## src/rtl/mips_ctrl_pkg.sv

```systemverilog
// Shared encodings for the MIPS multi-cycle control sequencer.
package mips_ctrl_pkg;

  typedef enum logic [2:0] {
    S_IDLE   = 3'd0,
    S_FETCH  = 3'd1,
    S_DECODE = 3'd2,
    S_EXEC   = 3'd3,
    S_MEM    = 3'd4,
    S_WB     = 3'd5,
    S_HALT   = 3'd6
  } state_t;

  localparam logic ADDR_PC   = 1'b0;
  localparam logic ADDR_DATA = 1'b1;

  localparam int TIMEOUT_DEF = 16;

  // Memory-port request fields; all derived from state only.
  typedef struct packed {
    logic req;
    logic addr_sel;
    logic wr;
  } mem_ctl_t;

endpackage

```

## src/rtl/mem_wait_timer.sv

```systemverilog
// Counts stalled request cycles; expired flags the last cycle before a bus error.
module mem_wait_timer #(
  parameter int TIMEOUT = 16
) (
  input  logic clock,
  input  logic reset,
  input  logic clr,
  input  logic en,
  output logic expired
);

  localparam logic [7:0] LAST = 8'(TIMEOUT - 1);

  logic [7:0] cnt;

  always_ff @(posedge clock or negedge reset) begin
    if (!reset)                 cnt <= '0;
    else if (clr)               cnt <= '0;
    else if (en && cnt != LAST) cnt <= cnt + 8'd1;
  end

  assign expired = (cnt == LAST);

endmodule

```

## src/rtl/mips_mc_sequencer.sv

```systemverilog
// Multi-cycle FETCH/DECODE/EXEC/MEM/WB sequencer arbitrating one shared memory port.
module mips_mc_sequencer
  import mips_ctrl_pkg::*;
#(
  parameter int TIMEOUT = TIMEOUT_DEF,
  parameter int CNT_W   = 32
) (
  input  logic             clock,
  input  logic             reset,
  input  logic             except,
  input  logic             writeenable,
  input  logic             mem_read,
  input  logic             word_we,
  input  logic             byte_we,
  input  logic             addm,
  input  logic             mem_ready,
  output logic             mem_req,
  output logic             mem_addr_sel,
  output logic             mem_wr,
  output logic             ir_we,
  output logic             mdr_we,
  output logic             reg_we,
  output logic             pc_we,
  output logic             retire,
  output logic [CNT_W-1:0] inst_count,
  output logic             halted,
  output logic             bus_err
);

  state_t   state, state_nx;
  mem_ctl_t mctl;
  logic     we_q, store_q;
  logic     tmr_exp, timeout_hit;

  // Decode inputs are only valid during DECODE, so keep what later states need.
  always_ff @(posedge clock or negedge reset) begin
    if (!reset) begin
      we_q    <= 1'b0;
      store_q <= 1'b0;
    end else if (state == S_DECODE) begin
      we_q    <= writeenable;
      store_q <= word_we | byte_we;
    end
  end

  always_ff @(posedge clock or negedge reset) begin
    if (!reset) state <= S_IDLE;
    else        state <= state_nx;
  end

  always_comb begin
    mctl.req      = (state == S_FETCH) || (state == S_MEM);
    mctl.addr_sel = (state == S_MEM) ? ADDR_DATA : ADDR_PC;
    mctl.wr       = (state == S_MEM) && store_q;
  end

  assign mem_req      = mctl.req;
  assign mem_addr_sel = mctl.addr_sel;
  assign mem_wr       = mctl.wr;
  assign timeout_hit  = mctl.req && !mem_ready && tmr_exp;

  always_comb begin
    state_nx = state;
    ir_we    = 1'b0;
    mdr_we   = 1'b0;
    reg_we   = 1'b0;
    pc_we    = 1'b0;
    retire   = 1'b0;
    case (state)
      S_IDLE:  state_nx = S_FETCH;
      S_FETCH: begin
        if (mem_ready) begin
          ir_we    = 1'b1;
          state_nx = S_DECODE;
        end else if (tmr_exp) begin
          state_nx = S_HALT;
        end
      end
      S_DECODE: begin
        if (except)                                   state_nx = S_HALT;
        else if (mem_read || addm || word_we || byte_we) state_nx = S_MEM;
        else                                          state_nx = S_EXEC;
      end
      S_EXEC: begin
        reg_we   = we_q;
        pc_we    = 1'b1;
        retire   = 1'b1;
        state_nx = S_FETCH;
      end
      S_MEM: begin
        if (mem_ready) begin
          if (store_q) begin
            pc_we    = 1'b1;
            retire   = 1'b1;
            state_nx = S_FETCH;
          end else begin
            mdr_we   = 1'b1;
            state_nx = S_WB;
          end
        end else if (tmr_exp) begin
          state_nx = S_HALT;
        end
      end
      S_WB: begin
        reg_we   = 1'b1;
        pc_we    = 1'b1;
        retire   = 1'b1;
        state_nx = S_FETCH;
      end
      S_HALT:  state_nx = S_HALT;
      default: state_nx = S_IDLE;
    endcase
  end

  mem_wait_timer #(.TIMEOUT(TIMEOUT)) u_timer (
    .clock   (clock),
    .reset   (reset),
    .clr     (state_nx != state),
    .en      (mctl.req && !mem_ready),
    .expired (tmr_exp)
  );

  always_ff @(posedge clock or negedge reset) begin
    if (!reset) begin
      halted  <= 1'b0;
      bus_err <= 1'b0;
    end else if (state != S_HALT && state_nx == S_HALT) begin
      halted  <= 1'b1;
      bus_err <= timeout_hit;
    end
  end

  always_ff @(posedge clock or negedge reset) begin
    if (!reset)      inst_count <= '0;
    else if (retire) inst_count <= inst_count + 1'b1;
  end

endmodule

```

## config.mk

```make
export PLATFORM = sky130hd
export DESIGN_NAME = mips_mc_sequencer
export DESIGN_NICKNAME = d
export VERILOG_FILES = /design/src/rtl/mips_ctrl_pkg.sv /design/src/rtl/mem_wait_timer.sv /design/src/rtl/mips_mc_sequencer.sv
export SDC_FILE = /design/constraint.sdc
export NUM_CORES = 1
export LEC_CHECK = 0
export CORE_UTILIZATION = 45
export DETAILED_ROUTE_END_ITERATION = 10
export PLACE_DENSITY = 0.72
export RECOVER_POWER = 25
export SLEW_MARGIN = 20
export SYNTH_ARGS = -nofsm -noshare
export SYNTH_HDL_FRONTEND = slang
export SYNTH_HIERARCHICAL = 1
export SYNTH_SLANG_ARGS = --single-unit
```

## constraint.sdc

```tcl
create_clock -name clock -period 5.6 [get_ports clock]
set_clock_uncertainty 0.05 [all_clocks]
set_input_delay 0.84 -clock clock [delete_from_list [all_inputs] [get_ports clock]]
set_output_delay 0.84 -clock clock [all_outputs]
set_load 0.005 [all_outputs]
```

==> impl_metrics.env <==
export IMPL_drt_iter0_drc=78
export IMPL_cts_tree="yes"
export IMPL_drv_slew=48
export IMPL_timing_rr_start="u_timer/cnt[4]"
export IMPL_end_kind="primary output"
export IMPL_synth_async_reset_ratio=1.00
export IMPL_hold_viol=0
export IMPL_initial_core_util=0.466
export IMPL_fp_coreArea_mm2=0.00507
export IMPL_grt_remaining_overflow=0
export IMPL_min_path_type="reg2reg"
export IMPL_arrival_ps=2500
export IMPL_outcome="finished, violations left"
export IMPL_gp_congestion=0.817
export IMPL_drc=0
export IMPL_cts_buffers_inserted=5
export IMPL_maxCapViolCount=1
export IMPL_root_buffer="clkbuf_8"
export IMPL_slowest_stage="clkdlybuf4s50_1"
export IMPL_setup_tns_ps=0
export IMPL_ioPinCount=51
export IMPL_clockBufferDepth=2
export IMPL_num_nets_final=286
export IMPL_p_clk_frac=0.255
export IMPL_cp_max_fo=14
export IMPL_via_per_inst=5.26
export IMPL_startpoint="mem_ready"
export IMPL_final_seq_area_mm2=0.00118
export IMPL_htreeDepth=2
export IMPL_violations="capacitance limit, slew limit"
export IMPL_required_ps=4710
export IMPL_fin_area_mm2=0.00302
export IMPL_yosysSeqAreaShare=0.497
export IMPL_path_clk_slew_ps=90
export IMPL_hold_start="halted"
export IMPL_cts_setup_buffers=0
export IMPL_finalSetupViolations=0
export IMPL_multi_input_area_mm2=0.00114
export IMPL_grt_pass1_vias=1709
export IMPL_critPathLaunchType="input pin"
export IMPL_insertion_delay_ps=300
export IMPL_tightestPinTransition_ps=2430
export IMPL_p_seq_frac=0.455
export IMPL_hpwl_um=3290
export IMPL_syn_nets=236
export IMPL_period_share=0.605
export IMPL_nFillCells=452
export IMPL_firstDrtPassIters=4
export IMPL_track_usage=0.180
export IMPL_pwr_share_comb=0.290
export IMPL_fp_dieW_um=74.5
export IMPL_ant_nets=0
export IMPL_grt_pass1_wl_um=7530
export IMPL_internal_power_w=0.000665
export IMPL_syn_inst=225
export IMPL_ctsHoldBuffers=0
export IMPL_max_slew_margin=-0.617
export IMPL_leakagePower_nw=1.30
export IMPL_fmax_mhz=295
export IMPL_drt_wl_total_um=4510
export IMPL_cts_resized_gates=0
export IMPL_rows=26
export IMPL_final_cell_mix="clkdlybuf4s50_1, dfrtp_1, nand2_1"
export IMPL_die_y_um=74.5
export IMPL_netlist_area_mm2=0.00237
export IMPL_dpl_cell_area_mm2=0.00291
export IMPL_vias=1820
export IMPL_p_switching_w=0.000311
export IMPL_n_antenna_cell=0
export IMPL_cpMostUsedCell="clkdlybuf4s50_1"
export IMPL_power_w=0.000977
export IMPL_cts_sinks=47
export IMPL_die_area_mm2=0.00555
export IMPL_worstSetupPathType="in2out"
export IMPL_drive_gt1_frac=0.101
export IMPL_ys_flop_type="dfrtp_1"
export IMPL_synth_edf_count=0
export IMPL_wire_per_inst_um=13.0
export IMPL_switching_share=0.319
export IMPL_grt_max_degree=48
export IMPL_antenna_found_initial=0
export IMPL_ys_seq_elements=47
export IMPL_syn_to_final_growth_pct=27.6
export IMPL_rsz0062_at_grt="no"
export IMPL_final_common_cell="clkdlybuf4s50_1"
export IMPL_syn_area_per_cell_um2=10.5
export IMPL_port_buffers=50
export IMPL_ir_drop_mv=0.207
export IMPL_max_stage_delay_ps=600
export IMPL_ys_warn_count=6
export IMPL_pwr_density_cell_mw_per_mm2=323
export IMPL_crit_chain="clkdlybuf4s50_1 > a21oi_1 > nor2_1 > a21oi_2 > inv_2 > clkdlybuf4s50_1"
export IMPL_min_period_ps=3390
export IMPL_synth_distinct_cells=50
synth_stat cells (3+ instances only):
cell | instances | area share
nand3_1 | 6 | 0.013
nor2_1 | 17 | 0.027
and2_1 | 3 | 0.0079
and4_1 | 3 | 0.011
or3_1 | 3 | 0.0079
a21oi_1 | 10 | 0.021
buf_4 | 3 | 0.0095
nand2_1 | 23 | 0.036
nor2b_1 | 4 | 0.011
nand4_1 | 9 | 0.024
inv_1 | 3 | 0.0048
xnor2_1 | 18 | 0.067
nand2b_1 | 7 | 0.018
o22ai_1 | 3 | 0.0079
o21ai_0 | 4 | 0.0085
and3_1 | 9 | 0.024
xor2_1 | 12 | 0.044
nor3_2 | 4 | 0.017
dfrtp_1 | 47 | 0.50
power by group through the flow:
| stage | Sequential (W) | Combinational, W | Clock (W) |
|---|---|---|---|
| floorplan | 0.000420 | 0.000196 | 0 |
| global placement | 0.000451 | 0.000280 | 0 |
| detailed placement | 0.000451 | 0.000284 | 0 |
| CTS | 0.000444 | 0.000286 | 0.000259 |
| global route | 0.000454 | 0.000314 | 0.000269 |
| finish | 0.000445 | 0.000283 | 0.000249 |
registers in the layout (all words and copies together), names as in the netlist:
register	flops
inst_count	32
u_timer/cnt	8
we_q	1
state	3
halted	1
store_q	1
bus_err	1
per-layer routing:
metal / routed length, µm / track usage / vias to the layer above
li1: - / - / 885
met1: 2010 / 0.217 / 873
met2: 2240 / 0.308 / 53
met3: 190 / 0.0447 / 9
met4: 83 / 0.0692 / 0
met5: 0 / 0 / -
cells by family (layout without fill, tap and decap cells):
logic type                 count (synthesis)  after routing  share of synthesized area
muxes                                      3              3                     0.0153
and+or+nand+nor                          104            104                      0.261
AOI/OAI and AO/OA                         27             27                     0.0751
adders and majority gates                  2              2                     0.0106
xor gates and xnor gates                  31             31                      0.118
DFF                                       47             47                      0.497
buffers and inverters                     11             62                     0.0233
final timing paths:
check	cells after the start	slack (ps)	to
min	1	430	halted
max in group asynchronous	1	2900	u_timer/cnt[4]
max reg2reg	8	3070	u_timer/cnt[0]
max	6	2210	retire
min reg2reg	1	430	halted
min in group asynchronous	1	1220	inst_count[29]
final cells by class:
class / count / share of cell area
flip-flops and latches: 47 / 0.389
multi-input cells: 167 / 0.376
repair buffers: 50 / 0.164
well taps: 70 / 0.0290
clock buffers: 5 / 0.0228
clock inverters: 3 / 0.0145
inverters: 4 / 0.00497
worst max-delay path: cells and delay by family:
family / cells / cell delay, ps
AO/OA/AOI/OAI: 2 / 150
buffers and inverters: 3 / 1370
AND/OR/NAND/NOR: 1 / 120
stage by stage:
step                      worst slack, ps  instances  hold WS (ps)  utilization
after global routing                 2110        346           449        0.595
final                                2210        346           434        0.595
after global placement               2250        338           406        0.573
after detailed placement             2230        338           409        0.573
after CTS                            2220        346           432        0.596
after floorplan                      3230        225           409            -
No activity file was read; power rests on OpenSTA's default activity.
